### config.mk
export PLATFORM = sky130hd
export DESIGN_NAME = maf_lzd_add_pipe
export DESIGN_NICKNAME = d
export VERILOG_FILES = /design/src/rtl/maf_lzd_pkg.sv /design/src/rtl/maf_lzc.sv /design/src/rtl/maf_lzd_add_pipe.sv
export SDC_FILE = /design/constraint.sdc
export NUM_CORES = 1
export LEC_CHECK = 0
export ABC_CLOCK_PERIOD_IN_PS = 7200
export CORE_UTILIZATION = 30
export CTS_BUF_LIST = sky130_fd_sc_hd__clkbuf_2 sky130_fd_sc_hd__clkbuf_4 sky130_fd_sc_hd__clkbuf_8
export DETAILED_ROUTE_END_ITERATION = 6
export PLACE_DENSITY = 0.57
export RECOVER_POWER = 100
export SLEW_MARGIN = 5
export SYNTH_ARGS = -nofsm -noshare
export SYNTH_HDL_FRONTEND = slang
export SYNTH_SLANG_ARGS = --single-unit
### constraint.sdc
create_clock -name clk -period 7.2 [get_ports clk]
set_clock_uncertainty 0.2 [all_clocks]
set_input_delay 1.44 -clock clk [delete_from_list [all_inputs] [get_ports clk]]
set_output_delay 1.44 -clock clk [all_outputs]
set_load 0.1 [all_outputs]
### src/rtl/maf_lzd_pkg.sv
// maf_lzd_pkg
// Shared constants and types for the MAF LZD add/count pipeline.
//   - W, LANE_W        : datapath width and dual-mode lane width
//   - GUARD_HI/LO      : guard field between the lanes in dual mode
//   - HALF_LO          : number of ignored low bits in half mode
//   - CONT_*           : operating mode encodings carried on 'cont'
//   - s1_payload_t     : contents of the first pipeline register
package maf_lzd_pkg;

    localparam int W        = 56;
    localparam int LANE_W   = 24;
    localparam int GUARD_HI = 31;
    localparam int GUARD_LO = 24;
    localparam int HALF_LO  = 8;

    localparam logic [2:0] CONT_SINGLE = 3'b000;
    localparam logic [2:0] CONT_DUAL   = 3'b001;
    localparam logic [2:0] CONT_HALF   = 3'b010;

    typedef struct packed {
        logic [W-1:0] sum;
        logic [2:0]   cont;
        logic         d_pos;
    } s1_payload_t;

endpackage

### src/rtl/maf_lzc.sv
// maf_lzc
// Combinational leading-zero counter with an all-zero flag.
//   val  : field to count (MSB is counted first)
//   cnt  : number of leading zeros; equals WIDTH when val is all zero
//   zero : 1 when val is all zero
module maf_lzc
    import maf_lzd_pkg::*;
#(
    parameter int WIDTH = 56,
    parameter int CW    = 6
) (
    input  logic [WIDTH-1:0] val,
    output logic [CW-1:0]    cnt,
    output logic             zero
);

    // Scan from the LSB upward so the last set bit seen (the highest one)
    // determines the count; with no set bit the count saturates at WIDTH.
    always_comb begin
        cnt = CW'(WIDTH);
        for (int i = 0; i < WIDTH; i++) begin
            if (val[i]) begin
                cnt = CW'(WIDTH - 1 - i);
            end
        end
    end

    assign zero = (val == '0);

endmodule

### src/rtl/maf_lzd_add_pipe.sv
// maf_lzd_add_pipe
// Two-stage operand-select / add / leading-zero-count stage of the MAF
// datapath. Stage 1 picks the d>0 or d<=0 operand pair and adds it; stage 2
// counts leading zeros of the sum according to the mode on 'cont'.
//   clk, rst_n            : clock, asynchronous active-low reset
//   in_valid / in_ready   : upstream handshake
//   cont, d_pos           : mode and pair select, sampled on accept
//   num_p_0/1, num_n_0/1  : d>0 and d<=0 operand pairs
//   out_valid / out_ready : downstream handshake
//   sum                   : registered 56-bit sum (0 for unsupported modes)
//   lz_hi, zero_hi        : count / zero flag of the primary or high lane
//   lz_lo, zero_lo        : count / zero flag of the low lane (dual only)
//   mode_err              : unsupported mode seen for this result
// Build option: define MAF_LZD_DUAL_EN to enable dual-lane mode (cont=001);
// without it cont=001 reports mode_err and the low-lane counter is absent.
module maf_lzd_add_pipe #(
    parameter int W      = maf_lzd_pkg::W,
    parameter int LANE_W = maf_lzd_pkg::LANE_W
) (
    input  logic         clk,
    input  logic         rst_n,
    input  logic         in_valid,
    output logic         in_ready,
    input  logic [2:0]   cont,
    input  logic         d_pos,
    input  logic [W-1:0] num_p_0,
    input  logic [W-1:0] num_p_1,
    input  logic [W-1:0] num_n_0,
    input  logic [W-1:0] num_n_1,
    output logic         out_valid,
    input  logic         out_ready,
    output logic [W-1:0] sum,
    output logic [5:0]   lz_hi,
    output logic [4:0]   lz_lo,
    output logic         zero_hi,
    output logic         zero_lo,
    output logic         mode_err
);

    import maf_lzd_pkg::*;

    logic         s1_v;
    logic         s2_v;
    logic         s2_adv;
    logic         accept;
    logic [W-1:0] op0;
    logic [W-1:0] op1;
    s1_payload_t  s1_q;

    logic [W-1:0] hi_field;
    logic [5:0]   hi_w;
    logic [5:0]   hi_cnt;
    logic         hi_zero;
    logic         mode_ok;
    logic [4:0]   lo_cnt_eff;
    logic         lo_zero_eff;

    // Each stage advances when it is empty or its successor takes its data,
    // so a full pipe still accepts in the same cycle the output drains.
    assign s2_adv    = !s2_v || out_ready;
    assign in_ready  = !s1_v || s2_adv;
    assign accept    = in_valid && in_ready;
    assign out_valid = s2_v;

    assign op0 = d_pos ? num_p_0 : num_n_0;
    assign op1 = d_pos ? num_p_1 : num_n_1;

    // Stage 1: capture the sum of the selected pair. The carry-out is
    // dropped; in dual mode the zero guard byte absorbs the low-lane carry.
    always_ff @(posedge clk or negedge rst_n) begin
        if (!rst_n) begin
            s1_v <= 1'b0;
            s1_q <= '0;
        end else if (in_ready) begin
            s1_v <= in_valid;
            if (accept) begin
                s1_q.sum   <= op0 + op1;
                s1_q.cont  <= cont;
                s1_q.d_pos <= d_pos;
            end
        end
    end

    // Build the field for the primary counter. Ignored low bits are zeroed so
    // one 56-bit counter serves every mode; an all-zero field is then replaced
    // by its own width, since the counter itself would report 56.
    always_comb begin
        hi_field = '0;
        hi_w     = 6'(W);
        mode_ok  = 1'b1;
        case (s1_q.cont)
            CONT_SINGLE: begin
                hi_field = s1_q.sum;
            end
            CONT_HALF: begin
                hi_field = {s1_q.sum[W-1:HALF_LO], {HALF_LO{1'b0}}};
                hi_w     = 6'(W - HALF_LO);
            end
`ifdef MAF_LZD_DUAL_EN
            CONT_DUAL: begin
                hi_field = {s1_q.sum[W-1:GUARD_HI+1], {(GUARD_HI+1){1'b0}}};
                hi_w     = 6'(LANE_W);
            end
`endif
            default: begin
                mode_ok = 1'b0;
            end
        endcase
    end

    maf_lzc #(.WIDTH(W), .CW(6)) u_lzc_hi (
        .val  (hi_field),
        .cnt  (hi_cnt),
        .zero (hi_zero)
    );

`ifdef MAF_LZD_DUAL_EN
    logic [4:0] lo_cnt;
    logic       lo_zero;

    maf_lzc #(.WIDTH(LANE_W), .CW(5)) u_lzc_lo (
        .val  (s1_q.sum[GUARD_LO-1:0]),
        .cnt  (lo_cnt),
        .zero (lo_zero)
    );

    assign lo_cnt_eff  = (s1_q.cont == CONT_DUAL) ? lo_cnt : 5'd0;
    assign lo_zero_eff = (s1_q.cont == CONT_DUAL) && lo_zero;
`else
    assign lo_cnt_eff  = 5'd0;
    assign lo_zero_eff = 1'b0;
`endif

    // Stage 2: register the counts. The output register only loads when the
    // stage advances, so results hold steady while downstream stalls.
    always_ff @(posedge clk or negedge rst_n) begin
        if (!rst_n) begin
            s2_v     <= 1'b0;
            sum      <= '0;
            lz_hi    <= '0;
            lz_lo    <= '0;
            zero_hi  <= 1'b0;
            zero_lo  <= 1'b0;
            mode_err <= 1'b0;
        end else if (s2_adv) begin
            s2_v <= s1_v;
            if (s1_v) begin
                if (mode_ok) begin
                    sum      <= s1_q.sum;
                    lz_hi    <= hi_zero ? hi_w : hi_cnt;
                    lz_lo    <= lo_cnt_eff;
                    zero_hi  <= hi_zero;
                    zero_lo  <= lo_zero_eff;
                    mode_err <= 1'b0;
                end else begin
                    sum      <= '0;
                    lz_hi    <= '0;
                    lz_lo    <= '0;
                    zero_hi  <= 1'b0;
                    zero_lo  <= 1'b0;
                    mode_err <= 1'b1;
                end
            end
        end
    end

endmodule

==> results.json <==
{
  "status": "finished with violations",
  "violations": "max-capacitance violations, max-slew violations",
  "min_period_ns": 6.24,
  "top_layer_used": "met4",
  "power.leakage_nw": 5.59,
  "yosysUniqueCellTypes": 73,
  "drt_wl_total_mm": 30.1,
  "routedWlPerCell_um": 16.6,
  "rsz0062_at_grt": "no",
  "hp-class": "reg -> reg",
  "clkSinkCount": 125,
  "area_growth_pct": 38.3,
  "nets": 1688,
  "post_cts_buffers": 0,
  "yosysTopAreaCell": "dfrtp_1",
  "clk_pin_slew_ns": 0.08,
  "wl_met3_mm": 1.73,
  "cp-end-kind": "register",
  "design_area_um2": 13300,
  "grt_pass1_wl_mm": 48.4,
  "ir_drop_mv": 0.106,
  "synthTopCellsByArea": "dfrtp_1, mux2_2, nand2_1, o21ai_0, ha_1",
  "slew_headroom_pct": -135,
  "netlist_area_um2": 9650,
  "vias": 9210,
  "cts_root_buf": "clkbuf_8",
  "setup_viol": 0,
  "cts_tree": "done",
  "synth_top_area_share_pct": 32.4,
  "final-max-slew-violation-count": 332,
  "die-area_um2": 32900,
  "grt_pass1_vias": 9103,
  "io_pins": 304,
  "place_congestion": 0.826,
  "die_h_um": 181,
  "start_util_pct": 30.5,
  "p_per_area_nw_per_um2": 261,
  "fin_crit_sh_pct": 86.6,
  "finalSetupTns_ns": 0,
  "startpoint_type": "input pin",
  "worst_pin_slew_ns": 3.52,
  "drt-pass1-iter-count": 5,
  "die_x_um": 181,
  "crit_arrival_ns": 6.26,
  "grt_use_total_pct": 18.4,
  "async_flop_share_pct": 100,
  "finalPower_mw": 3.48,
  "placed_area_um2": 13000,
  "m1WireLength_mm": 14.2,
  "antenna_cells": 0,
  "yosysSeqAreaShare_pct": 32.4,
  "synth_edf_count": 0,
  "grt_max_degree": 78,
  "vias_per_cell": 5.08,
  "path_class": "in -> reg",
  "overflow": 0,
  "cts_resized": 0,
  "wl_met2_mm": 13.9,
  "detail-route-antenna-nets": 0,
  "yosysMostFrequentCell": "nand2_1",
  "cts_buffers": 17,
  "h-tree-depth": 4,
  "drive_above_1_share_pct": 11.2,
  "floorplan.rows": 65,
  "clock_path_buffers": 2,
  "core_region_area_um2": 31600,
  "clk_latency_ns": 0.45,
  "dp_hpwl_mm": 23.2,
  "drc": 0,
  "synth_top_flop_cell": "dfrtp_1",
  "antenna_found_initial": 0,
  "port-buffer-count": 297,
  "synthTopCellsByCount": "nand2_1, o21ai_0, dfrtp_1, mux2_2, a21oi_1",
  "maxCapViolCount": 5,
  "postSynthCellCount": 1135,
  "avgSynthCellArea_um2": 8.50,
  "drt-initial-drc-count": 519,
  "postSynthRegisterBits": 125,
  "fillers": 3201,
  "path_max_fanout": 29,
  "finalHoldViolCount": 0,
  "worst_ep_required_time_ns": 7.23,
  "postCtsHoldBufs": 0,
  "fmax_mhz": 160,
  "synth_warnings": 0
}
## through the flow
stage / cells / hold WS, ns / utilization [%] / setup WS [ns]
after floorplan: 1140 / 0.272 / - / 1.93
after global placement: 1783 / 0.253 / 40.9 / 1.30
after detailed placement: 1783 / 0.267 / 40.9 / 1.20
after CTS: 1814 / 0.283 / 42.4 / 1.62
after global routing: 1814 / 0.297 / 42.2 / 0.712
final: 1814 / 0.272 / 42.2 / 0.965
## final cells by class
| cell class | count | area, µm² | area share (%) |
|---|---|---|---|
| clock inverter | 14 | 218 | 1.63 |
| timing repair buffer | 303 | 3000 | 22.5 |
| tap | 402 | 503 | 3.77 |
| multi-input combinational | 930 | 6170 | 46.3 |
| sequential | 125 | 3130 | 23.4 |
| inverter | 23 | 86.3 | 0.647 |
| clock buffer | 17 | 234 | 1.75 |
## path summary, 6_finish.rpt
| check | endpoint | slack [ns] | startpoint | depth (start not counted) |
|---|---|---|---|---|
| setup / recovery | s1_q[49]$_DFFE_PN0P_ | 0.96 | d_pos | 13 |
| setup reg to reg | lz_hi[1]$_DFFE_PN0P_ | 2.57 | out_valid$_DFFE_PN0P_ | 6 |
| hold reg to reg | sum[20]$_DFFE_PN0P_ | 0.27 | sum[20]$_DFFE_PN0P_ | 2 |
| max in group asynchronous | sum[7]$_DFFE_PN0P_ | 1.79 | rst_n | 2 |
| min in group asynchronous | sum[2]$_DFFE_PN0P_ | 1.98 | rst_n | 1 |
| hold / removal | sum[20]$_DFFE_PN0P_ | 0.27 | sum[20]$_DFFE_PN0P_ | 2 |
## sequential cells by signal (all words and copies together), names as in the netlist
name,flops
lz_hi,6
mode_err,1
out_valid,1
s1_q,59
s1_v,1
sum,56
zero_hi,1
## metal layers
metal	up-vias	global-route usage, %
li1	4630	-
met1	4312	24.9
met2	250	30.2
met3	18	4.17
met4	0	2.95
met5	-	0
## power by group
| group | total [mW] | internal (mW) | switching (mW) |
|---|---|---|---|
| combinational | 1.70 | 0.560 | 1.14 |
| clock | 0.716 | 0.412 | 0.305 |
| sequential | 1.06 | 0.870 | 0.189 |
| total | 3.48 | 1.84 | 1.64 |
## cell usage in the layout (no fill, tap or decap), types with 6 or more instances in the layout
master and n:
nand2_1 202, o21bai_1 10, nor4_1 12, inv_1 23
mux2_2 110, xnor2_1 22, a31oi_1 8, nand2b_1 10
a21oi_1 67, xor2_1 26, conb_1 6, o31ai_1 20
nor3_1 27, dfrtp_1 125, dlygate4sd3_1 67, clkdlybuf4s50_1 228
nor2_1 55, o21ai_0 143, nand3_1 16, clkbuf_8 17
a211oi_1 12, o21a_1 16, a21o_1 14, nor2b_1 8
nand4_1 12, ha_1 55
## critical path, stage by stage
cell and delay (ns):
buf_4 0.35, mux2i_1 0.36, inv_1 0.08, ha_1 0.32
a211oi_2 0.28, o21ai_0 0.25, a2111oi_0 1.16, a211oi_1 0.46
o41ai_4 0.74, o21ai_0 0.30, a31oi_1 0.26, xor2_1 0.16
o21ai_0 0.09
## logic make-up (layout without fill, tap and decap cells)
group,after synthesis,after routing,synth area share (%)
and+or+nand+nor,368,368,17.0
other,1,6,0.0389
adders and majority gates,56,56,7.34
AOI/OAI and AO/OA,340,340,22.2
DFF,125,125,32.4
muxes,112,112,13.0
xor gates and xnor gates,48,48,4.36
buffers and inverters,85,357,3.58
(Power assumes the default switching activity.)
